==> config.mk <==
export PLATFORM = sky130hd
export DESIGN_NAME = serial_subtractor
export DESIGN_NICKNAME = d
export VERILOG_FILES = /design/src/rtl/serial_subtractor.sv
export SDC_FILE = /design/constraint.sdc
export NUM_CORES = 1
export LEC_CHECK = 0
export ABC_CLOCK_PERIOD_IN_PS = 1500
export CAP_MARGIN = 15
export CORE_UTILIZATION = 40
export DETAILED_ROUTE_END_ITERATION = 10
export PLACE_DENSITY = 0.67
export SETUP_SLACK_MARGIN = 0.1
export SYNTH_ARGS = -nofsm -noshare
export SYNTH_HDL_FRONTEND = slang
export SYNTH_SLANG_ARGS = --single-unit
export TNS_END_PERCENT = 20
==> constraint.sdc <==
create_clock -name clk -period 1.5 [get_ports clk]
set_input_delay 0.15 -clock clk [delete_from_list [all_inputs] [get_ports clk]]
set_output_delay 0.15 -clock clk [all_outputs]
set_load 0.03 [all_outputs]
==> src/rtl/serial_subtractor.sv <==
// Bit-serial a - b - bin: one full-subtractor cell, LSB first,
// registered borrow, valid/ready on both sides.
module serial_subtractor #(
  parameter int WIDTH = 8
) (
  input  logic             clk,
  input  logic             rst_n,
  input  logic             in_valid,
  output logic             in_ready,
  input  logic [WIDTH-1:0] a,
  input  logic [WIDTH-1:0] b,
  input  logic             bin,
  output logic             out_valid,
  input  logic             out_ready,
  output logic [WIDTH-1:0] diff,
  output logic             bout,
  output logic             ovf,
  output logic             busy
);

  typedef enum logic [1:0] {
    IDLE,
    SHIFT,
    DONE
  } state_t;

  localparam int CW = (WIDTH > 1) ? $clog2(WIDTH) : 1;
  localparam logic [CW-1:0] LAST = CW'(WIDTH - 1);

  state_t state, state_nx;

  logic [WIDTH-1:0] a_sr, b_sr, diff_sr, diff_shift;
  logic [CW-1:0]    cnt;
  logic             br, br_nx, d;
  logic             a_msb, b_msb;
  logic             load, step;

  assign d     = a_sr[0] ^ b_sr[0] ^ br;
  assign br_nx = (~a_sr[0] & b_sr[0])
               | (~(a_sr[0] ^ b_sr[0]) & br);

  // New bit enters at the MSB; result ends LSB-aligned after WIDTH steps
  generate
    if (WIDTH == 1) begin : g_w1
      assign diff_shift = d;
    end else begin : g_wn
      assign diff_shift = {d, diff_sr[WIDTH-1:1]};
    end
  endgenerate

  always_ff @(posedge clk or negedge rst_n) begin
    if (!rst_n) begin
      state <= IDLE;
    end else begin
      state <= state_nx;
    end
  end

  always_comb begin
    state_nx  = state;
    in_ready  = 1'b0;
    out_valid = 1'b0;
    load      = 1'b0;
    step      = 1'b0;
    unique case (state)
      IDLE: begin
        in_ready = 1'b1;
        if (in_valid) begin
          load     = 1'b1;
          state_nx = SHIFT;
        end
      end
      SHIFT: begin
        step = 1'b1;
        if (cnt == LAST) begin
          state_nx = DONE;
        end
      end
      DONE: begin
        out_valid = 1'b1;
        if (out_ready) begin
          state_nx = IDLE;
        end
      end
      default: state_nx = IDLE;
    endcase
  end

  always_ff @(posedge clk or negedge rst_n) begin
    if (!rst_n) begin
      a_sr    <= '0;
      b_sr    <= '0;
      diff_sr <= '0;
      br      <= 1'b0;
      cnt     <= '0;
      a_msb   <= 1'b0;
      b_msb   <= 1'b0;
    end else if (load) begin
      a_sr  <= a;
      b_sr  <= b;
      br    <= bin;
      cnt   <= '0;
      a_msb <= a[WIDTH-1];
      b_msb <= b[WIDTH-1];
    end else if (step) begin
      a_sr    <= a_sr >> 1;
      b_sr    <= b_sr >> 1;
      diff_sr <= diff_shift;
      br      <= br_nx;
      cnt     <= cnt + 1'b1;
    end
  end

  assign diff = diff_sr;
  assign bout = br;
  assign ovf  = (a_msb ^ b_msb) & (diff_sr[WIDTH-1] ^ a_msb);
  assign busy = (state != IDLE);

endmodule

==> impl_metrics.toml, run 1 <==
[cells_and_area]
finalNetCount = 203
syn_to_final_growth_pct = 32.2
design_area_mm2 = 0.00187
final-seq-area_um2 = 801
drive_above_1_share_pct = 13.3
fin_util_pct = 55.6
antennaDiodeCount = 0
finish.cell_count_without_fillers = 226
multi_input_comb_area_um2 = 553
layout.filler_cells = 345

[worst_hold_path]
min-delay-path-class = "input port to async pin"

[clocking]
tritoncts_buffers = 5
cts.path.max_buffers = 2
cts_root_buf = "sky130_fd_sc_hd__clkbuf_4"
ctsHtreeMaxLevel = 2
cts_tree = "built"
numClockSinks = 32
clk-insertion-delay-late_ns = 0.32
clk_pin_slew_ns = 0.09

[setup_path]
crit_path_start = "state[1]$_DFFE_PN0P_"
worst_r2r_startpoint = "state[1]$_DFFE_PN0P_"
critical_path_class = "register to primary output"
endpoint_kind = "primary output"
critical_path_arrival_ns = 1.22
worstPathRequired_ns = 1.35
critical_path.max_fanout = 17
worst_setup_path_start_kind = "register"

[timing]
final.period_utilization_pct = 91.2
report.final.hold_viol_count = 0
layout_min_cycle_time_ns = 1.37
finalSetupViolCount = 0
fin_worst_skew_ns = 0.00871
timing.slew.headroom_pct = 72.1
fin_setup_tns_ns = 0
fmax_mhz = 731
report.final.slew_viol_count = 0
tightestPinTransition_ns = 0.419
fin_worst_hold_slack_ns = 0.224
grt_setup_unrepaired = "yes"

[route]
antenna_violating_nets_post_route = 0
drtPass1Iterations = 4
routed_via_density = 5.17
wl_um = 3050
routedWlPerCell_um = 13.5
detailedRoute.firstIterationViolations = 35
vias = 1169
remaining_drc_errors = 0

[place]
dp_hpwl_um = 2200
numPlacedInstances = 217
routabilityCongestion = 0.813
post_dp_cell_area_mm2 = 0.00180
numPortBuffers = 33

[logic_synthesis]
synth-warning-count = 0
dominantRegCellSynth = "sky130_fd_sc_hd__dfrtp_1"
yosysUniqueCellTypes = 25
yosys-top-cells-area = "sky130_fd_sc_hd__dfrtp_1 (57%), sky130_fd_sc_hd__o22ai_1 (9.7%), sky130_fd_sc_hd__nand2_1 (7.4%)"
synthDominantCellAreaShare_pct = 56.6
synth_async_sr_flop_share_pct = 100
syn_area_per_cell_um2 = 10.2
synthesis.instances = 139
synth.cell_area_mm2 = 0.00142
yosysSeqAreaShare_pct = 56.6
synth_top_cell_by_area = "sky130_fd_sc_hd__dfrtp_1"
synth-edff-count = 0
synth-seq-cells = 32
synth.net_count = 163

[global_route]
antenna_found_initial = 0
grt_pass1_vias = 1098
grt_pass1_wl_um = 4930
grt.total_usage_pct = 18.3
grt-ovfl-total = 0
pin_count_of_the_biggest_net_entering_global_routing = 33

[power]
power.density_cell_area_mw_per_mm2 = 2090
irDropWorstVdd_mv = 0.864
static-leakage-power_nw = 0.879

[floorplanning]
core_area_mm2 = 0.00336
ports_placed_on_the_boundary = 34
die_width_um = 61.5
initial_core_utilization_pct = 42.1
die_y_um = 61.5
die_area_mm2 = 0.00378
row_count = 21

[status]
result_of_the_run = "finished clean"

[run]
maxCapViolations = 0
-- routing by layer --
| layer | GRT usage (%) | share of wire (%) | vias up |
|---|---|---|---|
| met5 | 0 | 0 | - |
| met4 | 8.89 | 1.3 | 0 |
| met3 | 6.09 | 4.8 | 4 |
| met2 | 29.6 | 48 | 27 |
| met1 | 21.9 | 45 | 560 |
| li1 | - | - | 578 |
-- metrics by stage --
| stage | total power [mW] | setup WS, ns |
|---|---|---|
| 6_report | 3.91 | 0.132 |
| 5_1_grt | 4.25 | 0.0536 |
| 4_1_cts | 3.93 | 0.0200 |
| 3_5_place_dp | 3.50 | 0.0454 |
| 3_3_place_gp | 3.43 | 0.0988 |
| 2_1_floorplan | 2.86 | -0.0170 |
-- final timing paths --
check	cells after the start	endpoint	slack, ns
min	2	cnt[1]$_DFFE_PN0P_	0.22
min in group clk	2	state[1]$_DFFE_PN0P_	0.40
max reg2reg	4	bout$_DFFE_PN0P_	0.17
max	4	out_valid	0.13
min reg2reg	1	cnt[0]$_DFFE_PN0P_	0.48
max in group asynchronous	2	b_sr[7]$_DFFE_PN0P_	0.99
-- cells in the mapped netlist, types with 2 or more instances --
library cell,n
sky130_fd_sc_hd__buf_2,4
sky130_fd_sc_hd__nand2b_1,4
sky130_fd_sc_hd__a21oi_1,10
sky130_fd_sc_hd__nor2_1,4
sky130_fd_sc_hd__a21bo_1,2
sky130_fd_sc_hd__o22ai_1,22
sky130_fd_sc_hd__ha_1,2
sky130_fd_sc_hd__dfrtp_1,32
sky130_fd_sc_hd__inv_1,5
sky130_fd_sc_hd__o21ai_0,3
sky130_fd_sc_hd__a22o_1,2
sky130_fd_sc_hd__nand2_1,28
sky130_fd_sc_hd__nand3_1,2
sky130_fd_sc_hd__buf_4,3
sky130_fd_sc_hd__a2bb2oi_1,6
-- layout by cell type (no fill, tap or decap), types with 2 or more instances in the layout --
cell	instances
sky130_fd_sc_hd__nor2_2	3
sky130_fd_sc_hd__dlygate4sd2_1	9
sky130_fd_sc_hd__buf_4	10
sky130_fd_sc_hd__a22o_1	2
sky130_fd_sc_hd__o22ai_1	22
sky130_fd_sc_hd__dfrtp_1	32
sky130_fd_sc_hd__inv_1	5
sky130_fd_sc_hd__nor2_1	2
sky130_fd_sc_hd__o21ai_0	2
sky130_fd_sc_hd__ha_1	2
sky130_fd_sc_hd__nand2_1	28
sky130_fd_sc_hd__nand2b_1	3
sky130_fd_sc_hd__a21bo_1	2
sky130_fd_sc_hd__a2bb2oi_1	6
sky130_fd_sc_hd__clkbuf_1	2
sky130_fd_sc_hd__clkbuf_4	5
sky130_fd_sc_hd__a21oi_1	10
sky130_fd_sc_hd__nand3_1	2
sky130_fd_sc_hd__clkdlybuf4s50_1	20
-- critical path: stages (launching register included) --
cell	delay, ns
sky130_fd_sc_hd__dfrtp_1	0.43
sky130_fd_sc_hd__buf_6	0.16
sky130_fd_sc_hd__inv_8	0.10
sky130_fd_sc_hd__nor2_2	0.05
sky130_fd_sc_hd__buf_4	0.16
-- report_power, final --
group	leakage, nW	switching (mW)	internal [mW]	total (mW)
Clock	0.0326	0.263	0.231	0.494
Sequential	0.386	0.283	1.27	1.55
Combinational	0.460	1.05	0.811	1.86
-- cell type report --
type	count	share of cell area, %
inverters	6	1.61
multi-input cells	93	29.6
flip-flops and latches	32	42.8
repair buffers	41	19.8
clock buffers	8	3.14
well taps	46	3.08
-- flip-flops by register name, summed over array words and instances, names as in the netlist --
name,cells
a_msb,1
b_sr,8
bout,1
b_msb,1
cnt,3
diff,8
a_sr,8
state,2
-- logic make-up (layout without fill, tap and decap cells) --
group	Yosys count	after routing	share of synthesized area, %
flops	32	32	56.6
buf+inv	14	55	4.86
simple gates	42	42	12.9
compound gates	48	48	22.5
fa+ha+maj	3	3	3.18
-- timing repair --
item | CTS | global route
endpoints found under the setup margin | 13 | 5
hold buffers | 0 | 0
gates resized for setup | 15 | 6
buffers inserted | 0 | 1
(Power assumes the default switching activity.)
==> inputs of run 2 (changes only) <==
--- a/config.mk
+++ b/config.mk
@@ -7,10 +7,11 @@
 export LEC_CHECK = 0
 export ABC_CLOCK_PERIOD_IN_PS = 1500
 export CAP_MARGIN = 15
-export CORE_UTILIZATION = 40
+export CORE_UTILIZATION = 48
 export DETAILED_ROUTE_END_ITERATION = 10
-export PLACE_DENSITY = 0.67
+export PLACE_DENSITY = 0.78
 export SETUP_SLACK_MARGIN = 0.1
+export SKIP_LAST_GASP = 1
 export SYNTH_ARGS = -nofsm -noshare
 export SYNTH_HDL_FRONTEND = slang
 export SYNTH_SLANG_ARGS = --single-unit
==> impl_metrics.toml, run 2 (synthesis results as in run 1) <==
[status]
result_of_the_run = "finished, violations left"
violations_in_the_final_reports = "setup timing"

[setup_path]
r2r_cells = 4
critical_path_class = "register to primary output"
worst_setup_path_start_kind = "register"
slowest_stage = "sky130_fd_sc_hd__clkdlybuf4s50_1"
critical_path.max_fanout = 3
cpPeakStageDelay_ns = 0.68
path_buf_inv = 1
path_depth = 1
endpoint_kind = "primary output"
critical_path_arrival_ns = 1.39
worstPathRequired_ns = 1.35
critical_path_cell_sequence = "clkdlybuf4s50_1"
kind_of_cell_adding_the_most_delay_to_the_critical_path = "buffers and inverters"

[timing]
fin_worst_skew_ns = 0.00825
grt_setup_unrepaired = "yes"
layout_min_cycle_time_ns = 1.54
timing.slew.headroom_pct = 69.2
report.final.slew_viol_count = 0
final.period_utilization_pct = 103
finalSetupViolCount = 6
fmax_mhz = 647
report.final.hold_viol_count = 0
fin_ws_ns = -0.0450
tightestPinTransition_ns = 0.462
fin_worst_hold_slack_ns = 0.193

[clocking]
numClockSinks = 32
clk_pin_slew_ns = 0.09
cts_root_buf = "sky130_fd_sc_hd__clkbuf_4"
postCtsSetupRepairBufs = 0
cts_tree = "built"
ctsHtreeMaxLevel = 2
clk-insertion-delay-late_ns = 0.34
cts.path.max_buffers = 2
tritoncts_buffers = 5

[global_route]
pin_count_of_the_biggest_net_entering_global_routing = 33
antenna_found_initial = 0
grt_pass1_wl_um = 5490
grt_pass1_vias = 1196
grt-ovfl-total = 0
grt.total_usage_pct = 22.6

[place]
dp_hpwl_um = 2270
routabilityCongestion = 0.724
post_dp_cell_area_mm2 = 0.00180
post-place-ws_ns = 0.0373
numPortBuffers = 33

[power]
power_report.internal_total_mw = 2.38
power.sequential.fraction_pct = 39.2
power_mw = 4.01
irDropWorstVdd_mv = 1.47
netSwitchingPower_mw = 1.63
power.density_cell_area_mw_per_mm2 = 2150
clock_power_share_pct = 12.5
power_switching_share_pct = 40.6
static-leakage-power_nw = 0.880
power_share_of_the_combinational_group_pct = 48.3

[floorplanning]
core_area_mm2 = 0.00278
initial_core_utilization_pct = 50.9
die_y_um = 56.3
die_area_mm2 = 0.00317
die_width_um = 56.3
row_count = 19
ports_placed_on_the_boundary = 34

[route]
remaining_drc_errors = 0
vias = 1192
antenna_violating_nets_post_route = 0
routed_via_density = 5.62
routedWlPerCell_um = 14.8
wl_um = 3140
drtPass1Iterations = 4
detailedRoute.firstIterationViolations = 41

[cells_and_area]
mostFrequentLayoutCells = "sky130_fd_sc_hd__dfrtp_1 (32), sky130_fd_sc_hd__nand2_1 (28), sky130_fd_sc_hd__clkdlybuf4s50_1 (26), sky130_fd_sc_hd__o22ai_1 (22), sky130_fd_sc_hd__buf_4 (12)"
drive_above_1_share_pct = 12.2
finalNetCount = 204
design_area_mm2 = 0.00186
layout.cells.most_common = "sky130_fd_sc_hd__dfrtp_1"
syn_to_final_growth_pct = 31.7
antennaDiodeCount = 0
fin_util_pct = 67.0

[worst_hold_path]
min-delay-path-class = "input port to async pin"

[run]
maxCapViolations = 0
## run 2: cell count changes in the layout (fill, tap and decap cells not counted), moves of 2 or more
cell                              change
sky130_fd_sc_hd__dlymetal6s2s_1       +2
sky130_fd_sc_hd__buf_4                +2
sky130_fd_sc_hd__clkdlybuf4s50_1      +6
sky130_fd_sc_hd__dlygate4sd2_1        -7
## run 2: worst paths after layout
kind	startpoint	endpoint	slack, ns
max	diff[6]$_DFFE_PN0P_	diff[6]	-0.04
min reg2reg	diff[0]$_DFFE_PN0P_	diff[0]$_DFFE_PN0P_	0.49
min in group clk	out_ready	state[1]$_DFFE_PN0P_	0.36
min	rst_n	b_msb$_DFFE_PN0P_	0.19
max in group asynchronous	rst_n	state[1]$_DFFE_PN0P_	1.01
max reg2reg	state[0]$_DFFE_PN0P_	b_sr[4]$_DFFE_PN0P_	0.12
## run 2: per-stage QoR
stage,TNS [ns],std cells
floorplan,-0.0170,139
global placement,0,204
detailed placement,0,204
CTS,-0.492,212
global route,-0.538,212
finish,-0.182,212
## run 2: layer usage
layer	GRT usage, %	vias to the layer above	share of wire, %
met3	6.91	6	6.1
met2	37.6	39	51
met5	0	-	0
met1	28.2	569	41
met4	7.32	0	1.4
li1	-	578	-
## run 2: area by class of cell
type / count / area (um^2)
clock buffer: 8 / 58.8
tap: 31 / 38.8
fill: 239 / 917
timing repair buffer: 42 / 393
inverter: 6 / 25.0
sequential: 32 / 801
multi-input combinational: 93 / 548
## run 2: what timing repair did
item,CTS,global route
hold buffers,0,0
gates resized for setup,2,4
endpoints found under the setup margin,13,18
endpoints found under the hold margin,0,0
## run 2: worst register-to-register path, stage by stage (launching register included)
cell,delay (ns)
sky130_fd_sc_hd__dfrtp_1,0.46
sky130_fd_sc_hd__buf_4,0.18
sky130_fd_sc_hd__inv_1,0.34
sky130_fd_sc_hd__o22ai_1,0.13
sky130_fd_sc_hd__a2bb2oi_1,0.18
## run 2: power by group through the flow
stage	sequential, mW	combinational [mW]	clock (mW)
6_report	1.57	1.94	0.500
4_1_cts	1.58	1.96	0.522
3_5_place_dp	1.59	1.97	0
2_1_floorplan	1.73	1.13	0
5_1_grt	1.64	2.13	0.553
3_3_place_gp	1.56	1.88	0
==> edit 1: new RTL, settings of run 1 <==
Make the reset (`rst_n`) synchronous in 2 clocked blocks.
--- a/src/rtl/serial_subtractor.sv
+++ b/src/rtl/serial_subtractor.sv
@@ -50,3 +50,3 @@
 
-  always_ff @(posedge clk or negedge rst_n) begin
+  always_ff @(posedge clk) begin
     if (!rst_n) begin
@@ -88,3 +88,3 @@
 
-  always_ff @(posedge clk or negedge rst_n) begin
+  always_ff @(posedge clk) begin
     if (!rst_n) begin
Behaviour: differs if rst_n is asserted again (counterexample within 4 cycles, from zero or initial values and one cycle with rst_n low); with rst_n held inactive, the same outputs for 10 cycles.
==> edit 1 against run 1 <==
Via count shrank 1.0%; count of clock-buffer cells in the layout down 3; area after synthesis shrank 5.6%; critical path depth is 1 lower; clock skew rose by 0.0020 ns; final area down 5.7%; utilization grew 1.2 points; worst setup slack gained 0.026 ns; routed wire length is 7.8% lower; sequential cell count stayed put; critical endpoint is now in_ready; largest cell class unchanged.
Power is not compared: it rests on default switching activity, and its combinational part moved more than twofold at a synthesized area within 25%.
==> edit 1: results (changes against run 1) <==
| Metric | Value |
|---|---|
| Avg Cell Area, Syn | `9.03 sq um (was 10.2 sq um)` |
| DR WL/cell | `12.0 um (was 13.5 um)` |
| Ranking of synthesized cells by area | `dfxtp_1 48%, o221ai_1 8.5%, nor2_1 7.6%, a21boi_0 7.3%, nand2_1 7.0% (was dfrtp_1 57%, o22ai_1 9.7%, nand2_1 7.4%, a2bb2oi_1 3.7%, a21oi_1 3.5%)` |
| Post-DP Area | `0.00173 sq mm (was 0.00180 sq mm)` |
| Outcome | `complete, no violations (unchanged)` |
| Minimum clock period after layout | `1.34 ns (was 1.37 ns)` |
| Global-route wire length before repair | `4700 um (was 4930 um)` |
| Flop-to-flop setup slack | `0.19 ns (was 0.17 ns)` |
| Total number of vias | `1157 (was 1169)` |
| Clock Tree Buf Depth | `2 (unchanged)` |
| Clk_lat worst skew | `0.34 ns (was 0.32 ns)` |
| Clock root cell | `clkbuf_4 (unchanged)` |
| Clock skew | `0.0107 ns (was 0.00871 ns)` |
| Post-synthesis sequential area ratio | `47.9% (was 56.6%)` |
| Net Count, Synth | `172 (was 163)` |
| Global Route Usage Sum | `17.9% (was 18.3%)` |
| Dpl cells | `226 (was 217)` |
| Worst hold path type | `in2reg (was in2async)` |
| Worst EP arrival | `1.19 ns (was 1.22 ns)` |
| Async SR Flop Fraction | `0% (was 100%)` |
| Primary FF master, synth | `dfxtp_1 (was dfrtp_1)` |
| Port buffer count | `33 (unchanged)` |
| Vias in the first global route | `1080 (was 1098)` |
| Filler Cell Count | `327 (was 345)` |
| Reg2reg start | `state[1] (unchanged)` |
| Post-DP HPWL | `2020 um (was 2200 um)` |
| Initial DRC count | `45 (was 35)` |
| Worst slew pin tran | `0.313 ns (was 0.419 ns)` |
| R2r endpoint | `b_sr[1] (was bout)` |
| Multi-input gate area | `613 sq um (was 553 sq um)` |
| Place WS | `-0.0850 ns (was 0.0454 ns)` |
| Synth top cells by count | `32 x dfxtp_1, 27 x nor2_1, 25 x nand2_1, 13 x a21boi_0, 13 x o221ai_1 (was 32 x dfrtp_1, 28 x nand2_1, 22 x o22ai_1, 10 x a21oi_1, 6 x a2bb2oi_1)` |
| Crit-path max FO | `5 (was 17)` |
| Nets | `213 (was 203)` |
| Drt total wl | `2810 um (was 3050 um)` |
| Post-synthesis cell type count | `29 (was 25)` |
## edit 1: how the worst max path moves through the flow
stage | start | cells past startpoint | end
2_1_floorplan | state[0] | 6 | a_sr[6]
3_3_place_gp | in_valid | 5 | b_sr[1]
3_5_place_dp | in_valid | 5 | b_sr[3]
4_1_cts | state[1] | 3 | in_ready
5_1_grt | state[1] | 3 | in_ready
6_report | state[1] | 3 | in_ready
## edit 1: critical path, stage by stage, from the launching register on
cell     delay, ns
dfxtp_1       0.35
or2_2         0.31
inv_1         0.05
buf_4         0.15
## edit 1: where the power goes
group	leakage (nW)	total (mW)	switching [mW]	internal, mW
combinational	0.439	0.277	0.138	0.139
clock	0.0349	0.487	0.308	0.180
sequential	0.263	0.934	0.0322	0.902
## edit 1: kinds of logic (layout without fill, tap and decap cells)
| kind of cell | Yosys count | count (layout) | synth area share [%] |
|---|---|---|---|
| AND/OR/NAND/NOR | 63 | 63 | 20.1 |
| AO/OA/AOI/OAI | 35 | 35 | 21.6 |
| flip-flops | 32 | 32 | 47.9 |
| buffers and inverters | 14 | 56 | 6.18 |
| adder cells (fa/ha/maj) | 3 | 3 | 3.37 |
| multiplexers | 1 | 1 | 0.749 |
## edit 1: timing repair
item | in CTS | in global routing
resized for setup | 22 | 2
setup endpoints to repair | 12 | 3
pin swaps | 0 | 0
## edit 1: final cells by class
cell class	count	share of cell area, %
flip-flops and latches	32	36.3
multi-input cells	102	34.8
repair buffers	44	21.8
well taps	44	3.12
clock buffers	5	2.13
clock inverters	3	1.06
inverters	4	0.851
## edit 1: through the flow
stage | setup TNS, ns | power (mW)
6_report | 0 | 1.70
4_1_cts | 0 | 1.72
2_1_floorplan | 0 | 1.12
3_5_place_dp | -1.01 | 1.24
5_1_grt | 0 | 1.79
3_3_place_gp | -0.279 | 1.23
## edit 1: routing by layer
layer,global-route usage (%),up-vias,share of wire (%)
met5,0,-,0
met1,22.5,532,47
met2,28.7,27,47
met4,6.98,0,1.9
met3,5.19,5,4.1
li1,-,593,-
==> edit 2: new RTL, settings of run 1 <==
Made on the original files. The parameter `WIDTH` goes from 8 to 4.
--- a/src/rtl/serial_subtractor.sv
+++ b/src/rtl/serial_subtractor.sv
@@ -3,3 +3,3 @@
 module serial_subtractor #(
-  parameter int WIDTH = 8
+  parameter int WIDTH = 4
 ) (
Ports: changed (resized a, b and diff); port bits go from 34 to 22. No check against the original RTL was run, so the function may have changed too.
==> edit 2 against run 1 <==
Count of clock-buffer cells in the layout is 5 lower; area after synthesis is 35% lower; sequential cell count is 13 lower; worst setup slack better by 0.026 ns; total power is 32% lower; utilization is 2.5 points higher; final area is 36% lower; routed wire length is 37% lower.
==> edit 2: results (changes against run 1) <==
| Metric | Value |
|---|---|
| Crit-path max FO | `7 (was 17)` |
| Grt met1 use | `23.0% (was 21.9%)` |
| Initial DRC count | `13 (was 35)` |
| Met2 Use GR | `28.6% (was 29.6%)` |
| Outcome | `complete, no violations (unchanged)` |
| Clk slew on worst S/H paths | `0.11 ns (was 0.09 ns)` |
| Synth top cells by count | `19 x dfrtp_1, 14 x nand2_1, 10 x o22ai_1, 6 x inv_1 (was 32 x dfrtp_1, 28 x nand2_1, 22 x o22ai_1, 10 x a21oi_1, 6 x a2bb2oi_1)` |
| Met2 wire len | `964 um (was 1480 um)` |
| CTS Buf Count | `3 (was 5)` |
| Via density | `5.22 (was 5.17)` |
| Vias in the first global route | `712 (was 1098)` |
| Clk_lat worst skew | `0.30 ns (was 0.32 ns)` |
| Post-DP Area | `0.00115 sq mm (was 0.00180 sq mm)` |
| Minimum clock period after layout | `1.34 ns (was 1.37 ns)` |
| Met3 usage | `3.70% (was 6.09%)` |
| Place WS | `0.119 ns (was 0.0454 ns)` |
| Post-DP HPWL | `1450 um (was 2200 um)` |
| Max IR drop VDD | `0.000926 V (was 0.000864 V)` |
| Filler Cell Count | `183 (was 345)` |
| Port buffer count | `21 (was 33)` |
| Drt total wl | `1930 um (was 3050 um)` |
| Htree depth | `1 (was 2)` |
| Post-synthesis cell type count | `28 (was 25)` |
| Post-Route M1 WL | `861 um (was 1380 um)` |
| Worst slew pin tran | `0.332 ns (was 0.419 ns)` |
| Flop-to-flop setup slack | `0.29 ns (was 0.17 ns)` |
| Fraction of layout cells with a size suffix above 1 | `20.5% (was 13.3%)` |
| Global Route Usage Sum | `17.7% (was 18.3%)` |
| Leak Pwr | `0.572 nW (was 0.879 nW)` |
| Worst setup path start | `state[0] (was state[1])` |
edit 2: cell count changes after synthesis, sizes merged, moves of 5 or more:
cell | before | now
dfrtp | 32 | 19
nand2 | 28 | 15
o22ai | 22 | 10
a2bb2oi | 6 | 0
a21oi | 10 | 5
edit 2: worst max-delay path by stage:
stage / end / depth (start not counted)
CTS: out_valid / 3
finish: busy / 4
global route: out_valid / 3
global placement: b_msb / 4
detailed placement: b_sr[1] / 4
floorplan: bout / 3
edit 2: cell type report:
type | count | area (sq um) | area share [%]
multi-input cells | 58 | 377 | 31.5
well taps | 27 | 33.8 | 2.82
inverters | 7 | 26.3 | 2.19
flip-flops and latches | 19 | 478 | 39.9
clock inverters | 1 | 5.00 | 0.418
clock buffers | 3 | 22.5 | 1.88
repair buffers | 29 | 255 | 21.3
edit 2: logic make-up after synthesis:
family | after synthesis | synth area share, %
AO/OA/AOI/OAI | 28 | 20.3
AND/OR/NAND/NOR | 27 | 15.5
flip-flops | 19 | 51.8
buffers and inverters | 12 | 7.22
adder cells (fa/ha/maj) | 2 | 3.54
multiplexers | 1 | 1.63
edit 2: critical path: cells and delay by family, from the launching register on:
kind,cells,cell delay (ns)
buffers and inverters,3,0.36
AND/OR/NAND/NOR,1,0.10
flip-flops,1,0.44
edit 2: timing repair:
action,CTS,global route
setup buffers,0,3
endpoints found under the hold margin,0,0
gates resized for setup,7,1
endpoints found under the setup margin,8,3
pin swaps,1,0
edit 2: stage by stage:
step / std cells / utilization, %
finish: 144 / 58.1
global route: 144 / 58.1
CTS: 141 / 57.0
detailed placement: 137 / 55.8
global placement: 137 / 55.8
floorplan: 89 / -
edit 2: power by group:
part / internal, mW / total, mW / switching [mW]
Clock: 0.0993 / 0.255 / 0.156
Sequential: 0.762 / 0.965 / 0.203
Combinational: 0.625 / 1.43 / 0.806
